File: config.mk
export PLATFORM = sky130hd
export DESIGN_NAME = vga_timing_gen
export DESIGN_NICKNAME = d
export VERILOG_FILES = /design/src/rtl/vga_timing_gen.sv
export SDC_FILE = /design/constraint.sdc
export NUM_CORES = 1
export LEC_CHECK = 0
export CAP_MARGIN = 40
export CORE_MARGIN = 10
export CORE_UTILIZATION = 56
export CTS_BUF_LIST = sky130_fd_sc_hd__clkbuf_16
export CTS_CLUSTER_DIAMETER = 200
export DETAILED_ROUTE_END_ITERATION = 8
export DONT_BUFFER_PORTS = 1
export PLACE_DENSITY = 0.71
export RECOVER_POWER = 100
export SLEW_MARGIN = 20
export SYNTH_ARGS = -nofsm -noshare
export SYNTH_HDL_FRONTEND = slang
export SYNTH_SLANG_ARGS = --single-unit
File: constraint.sdc
create_clock -name clk -period 2.3 [get_ports clk]
set_clock_uncertainty 0.05 [all_clocks]
set_input_delay 0.46 -clock clk [delete_from_list [all_inputs] [get_ports clk]]
set_output_delay 0.46 -clock clk [all_outputs]
set_load 0.05 [all_outputs]
File: src/rtl/vga_timing_gen.sv
// 640x480@60 raster timing: pixel-rate enable, h/v counters, registered sync/blank/strobes.
// Optional VGA_TIMING_FRAME_CNT_EN adds a 16-bit completed-frame counter output.
module vga_timing_gen #(
    parameter int unsigned CLK_DIV     = 4,
    parameter int unsigned H_TOTAL     = 800,
    parameter int unsigned H_SYNC      = 96,
    parameter int unsigned H_ACT_START = 144,
    parameter int unsigned H_ACT_END   = 784,
    parameter int unsigned V_TOTAL     = 525,
    parameter int unsigned V_SYNC      = 2,
    parameter int unsigned V_ACT_START = 35,
    parameter int unsigned V_ACT_END   = 515
) (
    input  logic        clk,
    input  logic        rst,
    output logic        pix_en,
    output logic [9:0]  hCount,
    output logic [9:0]  vCount,
    output logic        hSync,
    output logic        vSync,
    output logic        bright,
    output logic        line_start,
    output logic        frame_start
`ifdef VGA_TIMING_FRAME_CNT_EN
    ,
    output logic [15:0] frame_cnt
`endif
);

    localparam logic [3:0] DIV_LAST = 4'(CLK_DIV - 1);
    localparam logic [9:0] H_LAST   = 10'(H_TOTAL - 1);
    localparam logic [9:0] V_LAST   = 10'(V_TOTAL - 1);
    localparam logic [9:0] H_SW     = 10'(H_SYNC);
    localparam logic [9:0] H_AS     = 10'(H_ACT_START);
    localparam logic [9:0] H_AE     = 10'(H_ACT_END);
    localparam logic [9:0] V_SW     = 10'(V_SYNC);
    localparam logic [9:0] V_AS     = 10'(V_ACT_START);
    localparam logic [9:0] V_AE     = 10'(V_ACT_END);

    logic [3:0] div;
    logic [3:0] div_nxt;
    logic [9:0] h_nxt;
    logic [9:0] v_nxt;
    logic       h_wrap;
    logic       v_wrap;
    logic       line_nxt;
    logic       frame_nxt;

    always_comb begin
        div_nxt   = (div == DIV_LAST) ? 4'd0 : div + 4'd1;
        h_wrap    = (hCount == H_LAST);
        v_wrap    = (vCount == V_LAST);
        h_nxt     = hCount;
        v_nxt     = vCount;
        if (pix_en) begin
            h_nxt = h_wrap ? 10'd0 : hCount + 10'd1;
            if (h_wrap)
                v_nxt = v_wrap ? 10'd0 : vCount + 10'd1;
        end
        line_nxt  = pix_en && h_wrap;
        frame_nxt = line_nxt && v_wrap;
    end

    // Decodes use next-state counters so sync/blank land on the same edge as the counters.
    always_ff @(posedge clk or posedge rst) begin
        if (rst) begin
            div         <= 4'd0;
            pix_en      <= 1'b0;
            hCount      <= 10'd0;
            vCount      <= 10'd0;
            hSync       <= 1'b0;
            vSync       <= 1'b0;
            bright      <= 1'b0;
            line_start  <= 1'b0;
            frame_start <= 1'b0;
        end else begin
            div         <= div_nxt;
            pix_en      <= (div_nxt == DIV_LAST);
            hCount      <= h_nxt;
            vCount      <= v_nxt;
            hSync       <= (h_nxt >= H_SW);
            vSync       <= (v_nxt >= V_SW);
            bright      <= (h_nxt >= H_AS) && (h_nxt < H_AE) &&
                           (v_nxt >= V_AS) && (v_nxt < V_AE);
            line_start  <= line_nxt;
            frame_start <= frame_nxt;
        end
    end

`ifdef VGA_TIMING_FRAME_CNT_EN
    always_ff @(posedge clk or posedge rst) begin
        if (rst)
            frame_cnt <= 16'd0;
        else if (frame_nxt)
            frame_cnt <= frame_cnt + 16'd1;
    end
`else
    // No frame counter in this build.
`endif

endmodule

==> results of run 1 <==
[metrics by stage]
step	hold slack (ns)	cell area, µm²	worst slack [ns]
global route	0.484	2100	-0.00192
finish	0.437	2100	0.0687
detailed placement	0.404	1910	0.0570
global placement	0.393	1910	0.0693
CTS	0.114	2050	0.0311
floorplan	0.398	1680	-0.0625
[layer usage]
metal | up-vias | track usage
met5 | - | 0
met4 | 0 | 0.0504
met3 | 7 | 0.0718
met2 | 49 | 0.258
met1 | 684 | 0.190
li1 | 695 | -
[repair_timing]
item,CTS,global route
setup buffers,0,3
gates resized for setup,1,11
setup endpoints to repair,1,3
pin swaps,0,3
[sequential cells by signal, summed over array words and instances, names as in the netlist]
register	count
bright	1
div	4
frame_start	1
hCount	10
hSync	1
line_start	1
pix_en	1
vCount	10
vSync	1
[cells in the final DEF, fill, tap and decap left out, types with 2 or more instances in the layout]
cell type,count
dfrtp_2,10
buf_4,26
nor2_1,11
nor4_1,3
mux2i_1,3
xnor2_1,10
nor2b_1,2
clkbuf_16,5
nand2_1,12
o21ai_0,9
nand4b_1,2
and3_1,5
xor2_1,2
dfrtp_1,20
nand3_1,9
clkbuf_1,9
ha_1,5
nor3_1,5
a211o_1,3
a21oi_1,4
nand4_1,11
inv_1,20
[final cells by class]
cell class	instances	area, µm²	share of cell area
multi-input cells	120	865	0.413
flip-flops and latches	30	763	0.364
repair buffers	35	229	0.109
clock buffers	5	125	0.0597
inverters	17	63.8	0.0304
well taps	31	38.8	0.0185
clock inverters	3	11.3	0.00537
[where the power goes]
part	internal (mW)	switching, mW
registers	0.529	0
clock network	0.387	0.218
logic	0.000465	0.0101
total	0.917	0.228
[kinds of logic after synthesis]
kind of cell    after synthesis
simple gates                 70
flops                        30
compound gates               29
buf+inv                      27
xor+xnor                     12
fa+ha+maj                     5
mux                           4
[path summary, 6_finish.rpt]
kind	slack (ns)	end	cells past startpoint
worst max-delay path	0.07	bright	6
worst min-delay path	0.44	div[0]	1
worst max register to register	0.07	bright	6
worst min register to register	0.44	div[0]	1
max in group asynchronous	0.55	vCount[0]	2
min in group asynchronous	0.59	div[2]	2
[worst max-delay path: stages, from the launching register on]
cell      delay, ns
dfrtp_2        0.41
or3b_4         0.43
or3_4          0.40
a211o_1        0.30
a21o_1         0.19
a221oi_2       0.23
a211oi_1       0.10
==> results.py, run 1 <==
metrics = {
    "route": {
        "drt_iter0_markers": 151,
        "wl_met1_um": 1760,
        "via_per_inst": 5.95,
        "routed_wl_um": 4170,
        "detail-route-antenna-nets": 0,
        "drc_errors": 0,
        "wl_per_cell_um": 17.3,
        "vias": 1435,
        "met2_length_um": 1940,
        "drt_pass1_iterations": 4,
        "top_layer": "met4",
        "dr_wl_met3_um": 423,
    },
    "timing": {
        "slew_headroom": -0.0777,
        "hold_viol": 0,
        "slew_violations": 31,
        "worst_pin_slew_ns": 1.62,
        "tns_ns": 0,
        "timing.final.crit_period_ns": 2.23,
        "setup_violations": 0,
        "period_share": 0.970,
        "fmax_mhz": 448,
    },
    "job": {
        "maxCapViolCount": 1,
    },
    "global_routing": {
        "antenna_found_initial": 0,
        "grt_use_total": 0.161,
        "grt_pass1_wl_um": 6900,
        "grt_pass1_vias": 1423,
        "grt_overflow": 0,
        "grt_max_degree": 31,
    },
    "synthesis": {
        "synthDistinctLibCells": 40,
        "synth-compound-area-share": 0.126,
        "synth_cells": 177,
        "synthSimpleGateAreaFrac": 0.230,
        "yosysTopAreaCell": "dfrtp_1",
        "async_reset_ff_frac": 1.00,
        "synth_seq_cells": 30,
        "synth-seq-area-share": 0.452,
        "syn_area_um2": 1660,
        "synthTopCellsByArea": "dfrtp_1, xnor2_1, nand4_1",
        "synth_xor_area_frac": 0.0633,
        "synth_top_area_share": 0.452,
        "avgSynthCellArea_um2": 9.39,
        "synthAdderAreaFrac": 0.0377,
        "syn-num-nets": 184,
        "synth-main-ff-cell": "dfrtp_1",
        "synth_top_family_by_area": "simple AND/OR/NAND/NOR gates",
        "synth_warnings": 0,
        "synth_mux_area_frac": 0.0248,
        "yosysMostFrequentCell": "dfrtp_1",
        "synth_edf_count": 0,
        "synth_common_cells": "dfrtp_1, inv_1, nand2_1, nor2_1, nand4_1",
    },
    "clock_tree": {
        "path_clk_slew_ns": 0.05,
        "cts.sinks": 30,
        "clk_path_buf_depth": 2,
        "clock_latency_ns": 0.28,
        "root_buffer": "clkbuf_16",
        "cts.hold.buffers_added": 0,
        "cts_tree": "done",
        "cts_buffers": 5,
        "cts_max_level": 2,
    },
    "floorplan": {
        "die_area_um2": 5550,
        "die_h_um": 74.5,
        "io_pins": 28,
        "fp.dieW_um": 74.5,
        "rows": 19,
        "core_um2": 2810,
        "initial_core_util": 0.592,
    },
    "layout": {
        "post-route-util": 0.747,
        "nets": 216,
        "syn2layout_area_growth_pct": 26.1,
        "fin_cells": 241,
        "antenna_cells": 0,
        "final_layout_size_suffix_gt1_frac": 0.257,
        "nFillCells": 224,
    },
    "setup_path": {
        "start_kind": "flip-flop",
        "cp.required_ns": 2.40,
        "critPathCaptureType": "flip-flop",
        "critPathArrivalTime_ns": 2.33,
        "crit_start": "hCount[6]",
        "critPathMaxFanout": 5,
        "rr_startpoint": "hCount[6]",
        "worstSetupPathType": "reg -> reg",
    },
    "place": {
        "io_buffer_count": 0,
        "finalWeightedCongestion": 0.894,
        "place_hpwl_um": 3100,
        "dp.cells": 230,
    },
    "power": {
        "max-vdd-ir-drop_mv": 0.600,
        "p_total_mw": 1.15,
        "leakagePower_nw": 1.00,
        "power_density_nw_per_um2": 546,
    },
    "outcome": {
        "status": "finished, violations left",
        "failed_checks": "capacitance limit, slew limit",
    },
    "hold_path": {
        "hold_path_class": "reg -> reg",
        "hp-start": "div[0]",
    },
}
No activity file was read; power rests on OpenSTA's default activity.
==> run 2, diff against run 1 <==
==> constraint.sdc (replaced) <==
create_clock -name clk -period 2.3 [get_ports clk]
set_clock_uncertainty 0.05 [all_clocks]
set_input_delay 0.575 -clock clk [delete_from_list [all_inputs] [get_ports clk]]
set_output_delay 0.575 -clock clk [all_outputs]
set_load 0.05 [all_outputs]
==> results of run 2 <==
Same layout as run 1 (identical final DEF). Status: finished, violations left: capacitance limit, slew limit.
